**src/rtl/gold_pkg.sv**
```systemverilog
// Shared Gold-code definitions: register geometry, seeding, feedback taps and
// the correlator state encoding.
package gold_pkg;

  localparam int unsigned LFSR_LEN    = 15;
  localparam int unsigned CODE_PERIOD = 32767;
  localparam int unsigned SEED_W      = 6;

  localparam logic [LFSR_LEN-1:0] A_INIT = 15'h4000;
  // Feedback masks: new MSB is the XOR of the masked bits.
  localparam logic [LFSR_LEN-1:0] A_TAPS = 15'h0003;
  localparam logic [LFSR_LEN-1:0] B_TAPS = 15'h100B;

  function automatic logic [LFSR_LEN-1:0] b_init(input logic [SEED_W-1:0] seed);
    return {1'b0, 1'b1, 7'b0, seed};
  endfunction

  typedef enum logic [1:0] {
    StIdle   = 2'd0,
    StSearch = 2'd1,
    StSlip   = 2'd2,
    StLocked = 2'd3
  } state_e;

endpackage

```
**src/rtl/gold_code_gen.sv**
```systemverilog
// Gold chip generator: two 15-bit Fibonacci LFSRs whose LSBs are XORed.
// Same sequence logic as the transmitter; load wins over advance.
module gold_code_gen
  import gold_pkg::*;
(
  input  logic              clk_i,
  input  logic              rst_i,
  input  logic              load_i,
  input  logic              advance_i,
  input  logic [SEED_W-1:0] seed_i,
  output logic              chip_o
);

  logic [LFSR_LEN-1:0] a_q, a_d;
  logic [LFSR_LEN-1:0] b_q, b_d;

  always_comb begin
    a_d = a_q;
    b_d = b_q;
    if (load_i) begin
      a_d = A_INIT;
      b_d = b_init(seed_i);
    end else if (advance_i) begin
      a_d = {^(a_q & A_TAPS), a_q[LFSR_LEN-1:1]};
      b_d = {^(b_q & B_TAPS), b_q[LFSR_LEN-1:1]};
    end
  end

  always_ff @(posedge clk_i) begin
    if (rst_i) begin
      a_q <= '0;
      b_q <= '0;
    end else begin
      a_q <= a_d;
      b_q <= b_d;
    end
  end

  assign chip_o = a_q[0] ^ b_q[0];

endmodule

```
**src/rtl/gold_code_correlator.sv**
```systemverilog
// Serial code-phase search correlator: integrates chip agreements per window,
// slips the local code one chip per failed window, and tracks loss of lock.
module gold_code_correlator
  import gold_pkg::*;
#(
  parameter int unsigned Window     = 64,
  parameter int unsigned LockThresh = 56,
  parameter int unsigned LossThresh = 40,
  parameter int unsigned MaxMisses  = 2,
  localparam int unsigned CntW      = $clog2(Window + 1)
) (
  input  logic              clk_i,
  input  logic              rst_i,
  input  logic              start_i,
  input  logic [SEED_W-1:0] seed_i,
  input  logic              chip_valid_i,
  input  logic              chip_in_i,
  output logic              locked_o,
  output logic [1:0]        state_o,
  output logic [CntW-1:0]   agree_last_o,
  output logic              window_done_o,
  output logic [14:0]       slip_count_o,
  output logic              local_chip_o
);

  localparam int unsigned MissW = $clog2(MaxMisses + 1);

  localparam logic [CntW-1:0]  LastChip = CntW'(Window - 1);
  localparam logic [CntW-1:0]  LockThr  = CntW'(LockThresh);
  localparam logic [CntW-1:0]  LossThr  = CntW'(LossThresh);
  localparam logic [MissW-1:0] MissMax  = MissW'(MaxMisses);
  localparam logic [14:0]      SlipMax  = 15'(CODE_PERIOD - 1);

  state_e            state_q, state_d;
  logic [CntW-1:0]   agree_q, agree_d;
  logic [CntW-1:0]   chips_q, chips_d;
  logic [CntW-1:0]   agree_last_q, agree_last_d;
  logic              window_done_q, window_done_d;
  logic [14:0]       slip_count_q, slip_count_d;
  logic [MissW-1:0]  misses_q, misses_d;
  logic              locked_q;

  logic              local_chip;
  logic              active;
  logic              advance;
  logic              gen_load;
  logic [CntW-1:0]   agree_now;
  logic [MissW-1:0]  misses_inc;

  gold_code_gen u_gen (
    .clk_i     (clk_i),
    .rst_i     (rst_i),
    .load_i    (gen_load),
    .advance_i (advance),
    .seed_i    (seed_i),
    .chip_o    (local_chip)
  );

  assign active     = chip_valid_i && (state_q == StSearch || state_q == StLocked);
  assign agree_now  = agree_q + CntW'(chip_in_i == local_chip);
  assign misses_inc = misses_q + MissW'(1);
  assign gen_load   = start_i;
  assign advance    = active && !start_i;

  always_comb begin
    state_d       = state_q;
    agree_d       = agree_q;
    chips_d       = chips_q;
    agree_last_d  = agree_last_q;
    window_done_d = 1'b0;
    slip_count_d  = slip_count_q;
    misses_d      = misses_q;

    if (start_i) begin
      state_d      = StSearch;
      agree_d      = '0;
      chips_d      = '0;
      slip_count_d = '0;
      misses_d     = '0;
    end else if (active) begin
      if (chips_q == LastChip) begin
        agree_last_d  = agree_now;
        window_done_d = 1'b1;
        agree_d       = '0;
        chips_d       = '0;
        if (state_q == StSearch) begin
          if (agree_now >= LockThr) begin
            state_d  = StLocked;
            misses_d = '0;
          end else begin
            state_d      = StSlip;
            slip_count_d = (slip_count_q == SlipMax) ? '0 : slip_count_q + 15'd1;
          end
        end else if (agree_now < LossThr) begin
          // Loss drops back to search without slipping: phase is likely still close.
          if (misses_inc >= MissMax) begin
            state_d  = StSearch;
            misses_d = '0;
          end else begin
            misses_d = misses_inc;
          end
        end else begin
          misses_d = '0;
        end
      end else begin
        agree_d = agree_now;
        chips_d = chips_q + CntW'(1);
      end
    end else if (state_q == StSlip && chip_valid_i) begin
      // Discarding this chip without advancing retards the local code by one.
      state_d = StSearch;
    end
  end

  always_ff @(posedge clk_i) begin
    if (rst_i) begin
      state_q       <= StIdle;
      agree_q       <= '0;
      chips_q       <= '0;
      agree_last_q  <= '0;
      window_done_q <= 1'b0;
      slip_count_q  <= '0;
      misses_q      <= '0;
      locked_q      <= 1'b0;
    end else begin
      state_q       <= state_d;
      agree_q       <= agree_d;
      chips_q       <= chips_d;
      agree_last_q  <= agree_last_d;
      window_done_q <= window_done_d;
      slip_count_q  <= slip_count_d;
      misses_q      <= misses_d;
      locked_q      <= (state_d == StLocked);
    end
  end

  assign locked_o      = locked_q;
  assign state_o       = state_q;
  assign agree_last_o  = agree_last_q;
  assign window_done_o = window_done_q;
  assign slip_count_o  = slip_count_q;
  assign local_chip_o  = local_chip;

endmodule

```
**config.mk**
```make
export PLATFORM = sky130hd
export DESIGN_NAME = gold_code_correlator
export DESIGN_NICKNAME = d
export VERILOG_FILES = /design/src/rtl/gold_pkg.sv /design/src/rtl/gold_code_gen.sv /design/src/rtl/gold_code_correlator.sv
export SDC_FILE = /design/constraint.sdc
export NUM_CORES = 1
export LEC_CHECK = 0
export CAP_MARGIN = 5
export CORE_ASPECT_RATIO = 1.5
export CORE_UTILIZATION = 45
export CTS_CLUSTER_DIAMETER = 30
export DETAILED_ROUTE_END_ITERATION = 10
export HOLD_SLACK_MARGIN = 0.02
export PLACE_DENSITY_LB_ADDON = 0.12
export SKIP_CTS_REPAIR_TIMING = 1
export SYNTH_ARGS = -nofsm -noshare
export SYNTH_HDL_FRONTEND = slang
export SYNTH_SLANG_ARGS = --single-unit
```
**constraint.sdc**
```tcl
create_clock -name clk_i -period 6.3 [get_ports clk_i]
set_clock_uncertainty 0.15 [all_clocks]
set_input_delay 1.26 -clock clk_i [delete_from_list [all_inputs] [get_ports clk_i]]
set_output_delay 1.26 -clock clk_i [all_outputs]
set_load 0.005 [all_outputs]
```
=== Word level (Yosys, flattened, before mapping) ===
Index checks and enable logic that the tools add are counted.

* Bits in registers: 72
* Output and inout port bits: 27
* Word-level logic and storage cells: 64

* Add/sub/neg operators: 4
* Magnitude comparators: 3
* Eq/ne operators: 8
* Mux-type cells: 20
* Bitwise logic cells: 4
* Reduce and logical (&&, ||, !) cells: 13

{| class="wikitable"
|+ Operator list
! operator !! count
|-
| 2-to-1 mux 15 bit || 3
|-
| parity 15 bit || 2
|-
| 2-to-1 mux 14 bit || 2
|-
| 2-to-1 mux 2 bit || 11
|-
| adder 15 x 1 -> 15 bit, second input constant || 1
|-
| equality test 15 bit, second input constant || 1
|-
| 2-to-1 mux 7 bit || 2
|-
| adder 7 x 1 -> 7 bit || 1
|-
| adder 7 x 1 -> 7 bit, second input constant || 1
|-
| equality test 7 x 6 -> 1 bit, second input constant || 1
|-
| >= comparator 7 x 6 -> 1 bit, second input constant || 1
|-
| less-than comparator 7 x 6 -> 1 bit, second input constant || 1
|-
| equality test 2 bit, second input constant || 3
|-
| AND reduction 3 bit || 2
|-
| AND reduction 4 bit || 1
|-
| logical AND 1 bit || 3
|-
| inverter 1 bit || 3
|-
| OR reduction 3 bit || 1
|-
| adder 2 x 1 -> 2 bit, second input constant || 1
|-
| equality test 2 x 1 -> 1 bit, second input constant || 1
|-
| >= comparator 2 bit, second input constant || 1
|-
| 2-to-1 mux 1 bit || 2
|-
| inequality test 2 x 1 -> 1 bit, second input constant || 1
|-
| nonzero test 2 bit || 1
|-
| other kinds (5) || 5
|}

=== Depth between registers and ports, before layout ===
Gate-level depths: netlist (run 1).

* Depth in word-level cells: 10
* Mapped depth: 11
* Mapped depth without buffers: 10

=== By module ===
From an unflattened synthesis (run 1), not the netlist that was laid out.

* Cells, all modules: 390
* Area, all modules: 3492.1 µm²

{| class="wikitable"
|+ By module, submodules not included
! module !! times used !! cells each !! area an instance (µm²) !! seq. area each (µm²)
|-
| gold_code_correlator || 1 || 278 || 2264.7 || 840.8
|-
| gold_code_gen || 1 || 112 || 1227.4 || 600.6
|}

=== Worst setup path before layout (run 1) ===
No wires, ideal clock.

* Path type: input to register
* From: input chip_in_i
* To: register slip_count_q[14], in the netlist slip_count_o[14]
* Arrival time: 3331 ps
* Path slack: 2749 ps
* Stages on the path: 10
* Buffers on the path: 1
* Path through: xnor2_1 -> ha_1 -> ha_1 -> nand3_2 -> o21a_1 -> nor3_4 -> nand4_2 -> buf_6 -> or4_1 -> a21oi_1

* Word-level cells in the longest chain between the ends: 5

{| class="wikitable"
|+ RTL lines
! what !! RTL line !! RTL
|-
| start: declaration || gold_code_correlator.sv:17 || <nowiki>input logic chip_in_i,</nowiki>
|-
| equality test 1 bit || gold_code_correlator.sv:60 || <nowiki>assign agree_now = agree_q + CntW'(chip_in_i == local_chip);</nowiki>
|-
| adder 7 x 1 -> 7 bit || gold_code_correlator.sv:60 ||
|-
| >= comparator 7 x 6 -> 1 bit || gold_code_correlator.sv:87 || <nowiki>if (agree_now >= LockThr) begin</nowiki>
|-
| inverter 1 bit (no line) || -- ||
|-
| AND reduction 4 bit (no line) || -- ||
|-
| end signal: assignment || gold_code_correlator.sv:131 || <nowiki>slip_count_q <= slip_count_d;</nowiki>
|-
| end: declaration || gold_code_correlator.sv:39 || <nowiki>logic [14:0] slip_count_q, slip_count_d;</nowiki>
|}

No other way between the ends.
A chain may end at the register's enable or synchronous reset.

=== Worst setup path in the final report (run 1) ===
* From: input chip_in_i
* To: register slip_count_q[6], in the netlist slip_count_o[6]

Same word-level chain as after synthesis.

==> PnR_summary.wiki, run 1 <==
{| class="wikitable"
! Metric !! Value
|-
| Outcome || finished, final reports clean
|-
| Critical Path AT || 4.33 ns
|-
| I/O pin count || 38
|-
| Achievable frequency || 233 MHz
|-
| Post-synth net total || 408
|-
| Fraction of the cycle the final worst path needs || 68.2%
|-
| Count of unresolved DRC violations after routing || 0
|-
| Leading post-synthesis cells by instance count || sky130_fd_sc_hd__nand2_1, sky130_fd_sc_hd__dfxtp_1, sky130_fd_sc_hd__a21oi_1
|-
| Cell types with the largest area share after synthesis || sky130_fd_sc_hd__dfxtp_1, sky130_fd_sc_hd__nand2_1, sky130_fd_sc_hd__a21oi_1
|-
| Slew @ Worst Pin || 0.951 ns
|-
| Area of the core || 6850 µm²
|-
| First-pass DRT Iterations || 9
|-
| Cell type contributing the most total cell area after synthesis || sky130_fd_sc_hd__dfxtp_1
|-
| Unrepaired setup endpoints after global routing || no
|-
| Most common flop cell mapped by yosys || sky130_fd_sc_hd__dfxtp_1
|-
| CTS Sinks || 72
|-
| Levels on crit path || 10
|-
| Cell class contributing the biggest share of worst-path delay || compound AO/OA/AOI/OAI gates
|-
| Depth of the worst hold-timing path || 2
|-
| Remaining global-route overflow || 0
|-
| Remaining antenna violation count after routing || 0
|-
| Vias in the first global route || 2479
|-
| Setup TNS after final layout || 0 ns
|-
| Average size of a mapped cell || 8.17 µm²
|-
| Number of warning messages in the yosys log || 0
|-
| Clock slew at the register clock pins of the worst setup and hold paths || 0.07 ns
|-
| Most frequently used cell type in the post-synthesis netlist || sky130_fd_sc_hd__nand2_1
|-
| Critical path buffers and inverters || 1
|-
| Instance count of the mapped netlist || 391
|-
| Final Hold Viols || 0
|-
| Drt wl/cell || 13.1 µm
|-
| Power per cell area || 245 nW/µm²
|-
| Clock tree from TritonCTS || done
|-
| Total Power || 933 µW
|-
| Total standard cell area after synthesis || 3200 µm²
|-
| Maximum cell stage delay along the critical path || 0.87 ns
|-
| Number of max-cap violations || 0
|-
| Wire length of the first global-routing pass || 11300 µm
|-
| Cell occurring most often along the worst timing path || sky130_fd_sc_hd__ha_1
|-
| CTS H-tree lvls || 3
|-
| Worst vdd ir || 0.000151 V
|-
| Fraction of the core area covered by cells at the end of the flow || 55.7%
|-
| Insertion delay to the later sink of the worst-skew pair || 0.35 ns
|-
| Storage element area || 1440 µm²
|-
| Total clock buffers created by CTS || 9
|-
| Setup violation total in the final timing report || 0
|-
| Worst Hold Class || flop to flop
|-
| Filler Cells Inserted || 661
|-
| Via-to-Cell Ratio || 5.35
|-
| Cells along the critical path || clkdlybuf4s50_1 > xnor2_1 > ha_1 > ha_1 > nand3_2 > o21a_1 > nor3_4 > nand4_2 > o31ai_2 > nor2_1
|-
| Proportion of layout cells with a drive suffix above 1 || 7.58%
|-
| Largest fanout on the critical path || 14
|-
| Net total in the final layout || 434
|-
| Number of synthesized register bits || 72
|-
| Area added between synthesis and finish || 19.3%
|-
| Maximum root-to-sink buffer count || 2
|-
| Data required, critical path || 6.33 ns
|-
| Clock period minus worst slack || 4.30 ns
|-
| Max Slew Vio Count || 0
|-
| Depth of the most critical reg-to-reg path || 10
|-
| Initial Util || 46.6%
|-
| Area of the die || 7450 µm²
|-
| Standard-cell row count || 37
|-
| Headroom to the max-slew limit || 36.2%
|-
| Final design area excluding fillers || 3810 µm²
|-
| Element type at the critical path end || flop
|-
| Reg-to-reg setup timing slack || 2.70 ns
|-
| Combined global-route utilization of all metal layers || 19.2%
|-
| Post-synth EDFFs || 0
|-
| Drt total wl || 6540 µm
|-
| Post-placement cell area || 3570 µm²
|-
| Proportion of synthesized flip-flops having asynchronous set or reset || 0%
|-
| Post-synth cell types || 42
|-
| Area share of the largest cell type after synthesis || 45.1%
|-
| Initial DRC Count || 119
|-
| Kind of start point of the critical path || primary input
|-
| Hold_ws || 0.301 ns
|-
| Routed via count || 2676
|-
| Sequential fraction of the synthesis area || 45.1%
|-
| Final estimated routing congestion in global placement || 0.815
|-
| Dpl hpwl || 4520 µm
|-
| Initial antenna violation count || 0
|-
| Library cell contributing the largest single delay on the critical path || sky130_fd_sc_hd__o31ai_2
|-
| Class of the most critical setup path || primary input to flop
|-
| Number of buffer cells added on primary ports || 37
|-
| Area of the multi-input gates || 1620 µm²
|-
| Clock root cell || sky130_fd_sc_hd__clkbuf_8
|-
| DIE WIDTH || 70.8 µm
|-
| Lkg Pwr || 0.00122 µW
|-
| Vertical die dimension || 105 µm
|-
| Maximum number of pins on one net before global-route repair || 41
|-
| Inserted Diodes || 0
|}
## state kept, by name, indices dropped and copies added, names as in the netlist
signal / count
slip_count_o: 15
misses_q: 2
agree_q: 7
agree_last_o: 7
window_done_o: 1
locked_o: 1
u_gen.a_q: 15
u_gen.b_q: 15
state_o: 2
chips_q: 7
## report_power, final
part	internal, µW	leakage, µW	switching [µW]
clock	256	0.000123	171
sequential	459	0.000582	3.73
combinational	16.1	0.000517	26.5
total	731	0.00122	202
## placed cells by master (no fill, tap or decap), drive strengths merged, types with 3 or more instances in the layout
cell type,Yosys,layout
a211oi,8,8
a21oi,51,51
and3,4,4
buf,11,3
clkbuf,14,12
clkdlybuf4s50,0,37
dfxtp,72,72
ha,6,6
inv,5,6
mux2i,3,3
nand2,77,77
nand3,12,12
nand4,9,9
nor2,44,44
nor3,12,12
nor4,4,4
o21ai,7,7
o31ai,4,4
or3,3,3
or4,3,3
xnor2,14,14
xor2,9,9
## metrics by stage
stage	cells	worst slack (ns)
2_1_floorplan	391	2.75
3_3_place_gp	484	1.72
3_5_place_dp	484	1.65
4_1_cts	500	1.99
5_1_grt	500	1.74
6_report	500	2.00
## final cells by class
type / count / share of cell area (%)
Inverter: 5 / 0.492
Tap cell: 78 / 2.56
Clock buffer: 12 / 4.33
Clock inverter: 4 / 1.94
Timing Repair Buffer: 40 / 10.3
Sequential cell: 72 / 37.8
Multi-Input combinational cell: 289 / 42.6
## routing by layer
metal | GRT usage, % | routed length, µm | vias to the layer above
met3 | 2.77 | 160 | 14
met4 | 11.0 | 184 | 0
met1 | 22.3 | 2940 | 1224
li1 | - | - | 1387
met2 | 33.2 | 3250 | 51
met5 | 0 | 0 | -
## worst reg2reg max path: cells and delay by family (launching register included)
| kind | cells | cell delay (ns) |
|---|---|---|
| AOI/OAI and AO/OA | 2 | 1.15 |
| and+or+nand+nor | 4 | 0.83 |
| DFF | 1 | 0.39 |
| xor gates and xnor gates | 2 | 0.43 |
| adders and majority gates | 2 | 0.49 |
## kinds of logic after synthesis
kind of cell,count (synthesis),synth area share (%)
AND/OR/NAND/NOR,178,26.9
AO/OA/AOI/OAI,79,14.3
flip-flops,72,45.1
buffers and inverters,30,4.07
XOR/XNOR,23,6.30
adder cells (fa/ha/maj),6,2.35
multiplexers,3,0.940
## worst paths after layout
check                      from              end
hold / removal    u_gen.b_q[10]     u_gen.b_q[9]
hold reg to reg   u_gen.b_q[10]     u_gen.b_q[9]
setup reg to reg   u_gen.a_q[0]  slip_count_o[6]
setup / recovery      chip_in_i  slip_count_o[6]
No activity file was read; power rests on OpenSTA's default activity.
==> run 2, diff against run 1 <==
clock period = 3.85 ns   (was 6.3 ns; I/O delays follow)
==> run 2 against run 1 <==
Net effect: the flow now finishes with violations (design-rule violations); sequential share of layout area fell by 0.19 points; design area rose by 0.49%; setup slack got worse by 1.4 ns; critical path type unchanged; largest cell class unchanged; largest power group unchanged.
==> PnR_summary.wiki, run 2 (synthesized netlist as in run 1, its figures left out) <==
{| class="wikitable"
! Metric !! Value
|-
| Element type at the critical path end || flop (unchanged)
|-
| Clock period minus worst slack || 3.24 ns
|-
| Critical Path AT || 3.38 ns (was 4.33 ns)
|-
| Cell occurring most often along the worst timing path || sky130_fd_sc_hd__ha_1 (unchanged)
|-
| Remaining antenna violation count after routing || 0 (unchanged)
|-
| Drt total wl || 6570 µm (was 6540 µm)
|-
| Failing checks || design-rule violations
|-
| Headroom to the max-slew limit || 50.6% (was 36.2%)
|-
| CTS Sinks || 72 (unchanged)
|-
| Kind of start point of the critical path || primary input (unchanged)
|-
| Via-to-Cell Ratio || 5.35 (about the same)
|-
| Critical path buffers and inverters || 1 (unchanged)
|-
| Proportion of layout cells with a drive suffix above 1 || 9.09% (was 7.58%)
|-
| First-pass DRT Iterations || 9 (unchanged)
|-
| DIE WIDTH || 70.8 µm (unchanged)
|-
| Setup TNS after final layout || 0 ns (unchanged)
|-
| Final Hold Viols || 0 (unchanged)
|-
| Standard-cell row count || 37 (unchanged)
|-
| Area of the die || 7450 µm² (unchanged)
|-
| Initial Util || 46.6% (unchanged)
|-
| Unrepaired setup endpoints after global routing || no (unchanged)
|-
| Area added between synthesis and finish || 19.9% (was 19.3%)
|-
| Clock slew at the register clock pins of the worst setup and hold paths || 0.08 ns (was 0.07 ns)
|-
| Initial DRC Count || 119 (unchanged)
|-
| Non-filler cells in the finished layout || 507 (was 500)
|-
| I/O pin count || 38 (unchanged)
|-
| Area of the core || 6850 µm² (unchanged)
|-
| Maximum root-to-sink buffer count || 2 (unchanged)
|-
| Total clock buffers created by CTS || 9 (unchanged)
|-
| Worst vdd ir || 0.000228 V (was 0.000151 V)
|-
| Routed via count || 2711 (was 2676)
|-
| Largest fanout on the critical path || 11 (was 14)
|-
| Leading cell type in the layout, fill and taps excluded || sky130_fd_sc_hd__nand2_1 (unchanged)
|-
| Number of buffer cells added on primary ports || 37 (unchanged)
|-
| Vias in the first global route || 2528 (was 2479)
|-
| Count of unresolved DRC violations after routing || 4 (was 0)
|-
| Fraction of the cycle the final worst path needs || 84.1%
|-
| Achievable frequency || 309 MHz
|-
| Final estimated routing congestion in global placement || 0.811 (was 0.815)
|-
| Clock tree from TritonCTS || done (unchanged)
|-
| Cell class contributing the biggest share of worst-path delay || simple AND/OR/NAND/NOR gates (was compound AO/OA/AOI/OAI gates)
|-
| Insertion delay to the later sink of the worst-skew pair || 0.35 ns (about the same)
|-
| CTS H-tree lvls || 3 (unchanged)
|-
| Data required, critical path || 3.99 ns (was 6.33 ns)
|-
| Outcome || complete, but fails checks (was finished, final reports clean)
|-
| Wire length of the first global-routing pass || 11200 µm (was 11300 µm)
|-
| Dpl hpwl || 4580 µm (was 4520 µm)
|-
| Most frequent cells in the layout || sky130_fd_sc_hd__nand2_1, sky130_fd_sc_hd__dfxtp_1, sky130_fd_sc_hd__a21oi_1 (unchanged)
|-
| Power per cell area || 376 nW/µm² (was 245 nW/µm²)
|-
| Vertical die dimension || 105 µm (unchanged)
|-
| Drt wl/cell || 13.0 µm (was 13.1 µm)
|-
| Slew @ Worst Pin || 0.741 ns (was 0.951 ns)
|-
| Class of the most critical setup path || primary input to flop (unchanged)
|-
| Initial antenna violation count || 0 (unchanged)
|-
| Clock root cell || sky130_fd_sc_hd__clkbuf_8 (unchanged)
|-
| Cells along the critical path || clkdlybuf4s50_1 > xnor2_1 > ha_1 > ha_1 > nand3_2 > o21a_1 > nor3_4 > nand4_2 > or4_1 > a21oi_1 (was clkdlybuf4s50_1 > xnor2_1 > ha_1 > ha_1 > nand3_2 > o21a_1 > nor3_4 > nand4_2 > o31ai_2 > nor2_1)
|-
| Worst Hold Class || flop to flop (unchanged)
|-
| Inserted Diodes || 0 (unchanged)
|-
| Maximum number of pins on one net before global-route repair || 41 (unchanged)
|-
| Remaining global-route overflow || 0 (unchanged)
|-
| Library cell contributing the largest single delay on the critical path || sky130_fd_sc_hd__or4_1 (was sky130_fd_sc_hd__o31ai_2)
|-
| Net total in the final layout || 441 (was 434)
|-
| Combined global-route utilization of all metal layers || 19.1% (was 19.2%)
|-
| Number of max-cap violations || 0 (unchanged)
|-
| Lkg Pwr || 0.00123 µW (was 0.00122 µW)
|-
| Setup violation total in the final timing report || 0 (unchanged)
|-
| Maximum cell stage delay along the critical path || 0.54 ns (was 0.87 ns)
|-
| Max Slew Vio Count || 0 (unchanged)
|-
| Instance count after placement with tap cells included || 491 (was 484)
|}
## run 2: cell types whose count changed in the layout (fill, tap and decap cells not counted), sizes merged
cell / delta
clkbuf: -2
clkinv: +1
clkinvlp: +2
bufinv: -1
buf: +7
## run 2: through the flow
| step | hold WS (ns) | area, µm² | utilization (%) | worst slack [ns] | total power [µW] |
|---|---|---|---|---|---|
| after floorplan | 0.282 | 3200 | - | 0.789 | 820 |
| after global placement | 0.289 | 3630 | 52.9 | 0.311 | 849 |
| after detailed placement | 0.296 | 3630 | 52.9 | 0.240 | 850 |
| after CTS | 0.307 | 3830 | 55.9 | 0.623 | 1460 |
| after global routing | 0.323 | 3830 | 55.9 | 0.422 | 1500 |
| final | 0.303 | 3830 | 55.9 | 0.613 | 1440 |
## run 2: path summary, 6_finish.rpt
| path | start | end | slack [ns] | depth (start not counted) |
|---|---|---|---|---|
| setup / recovery | chip_in_i | slip_count_o[14] | 0.61 | 10 |
| hold / removal | u_gen.b_q[11] | u_gen.b_q[10] | 0.30 | 2 |
| setup reg to reg | u_gen.a_q[0] | slip_count_o[14] | 0.81 | 10 |
| hold reg to reg | u_gen.b_q[11] | u_gen.b_q[10] | 0.30 | 2 |
## run 2: layout make-up
| cell class | instances | area, µm² |
|---|---|---|
| Clock buffer | 10 | 138 |
| Clock inverter | 6 | 67.6 |
| Fill cell | 671 | 3020 |
| Inverter | 5 | 18.8 |
| Multi-Input combinational cell | 289 | 1620 |
| Sequential cell | 72 | 1440 |
| Tap cell | 78 | 97.6 |
| Timing Repair Buffer | 47 | 445 |
## run 2: worst register-to-register path, cell delays in order, from the launching register on
cell and delay [ns]:
sky130_fd_sc_hd__dfxtp_1 0.40, sky130_fd_sc_hd__xor2_1 0.26, sky130_fd_sc_hd__xnor2_1 0.16, sky130_fd_sc_hd__ha_1 0.20, sky130_fd_sc_hd__ha_1 0.19, sky130_fd_sc_hd__nand3_2 0.16
sky130_fd_sc_hd__o21a_1 0.28, sky130_fd_sc_hd__nor3_4 0.21, sky130_fd_sc_hd__nand4_2 0.27, sky130_fd_sc_hd__or4_1 0.54, sky130_fd_sc_hd__a21oi_1 0.14
## run 2: report_power, final
| group | switching (µW) | leakage [µW] | internal [µW] | total (µW) |
|---|---|---|---|---|
| clock | 290 | 0.0000989 | 319 | 609 |
| combinational | 44.7 | 0.000552 | 29.9 | 74.6 |
| sequential | 5.90 | 0.000582 | 751 | 757 |
## run 2: per-layer routing
layer  track usage (%)  routed length, µm  up-vias
li1                  -                  -     1400
met3              3.06                177       13
met4              11.9                193        0
met5                 0                  0        -
met1              21.6               3010     1253
met2              33.0               3180       45
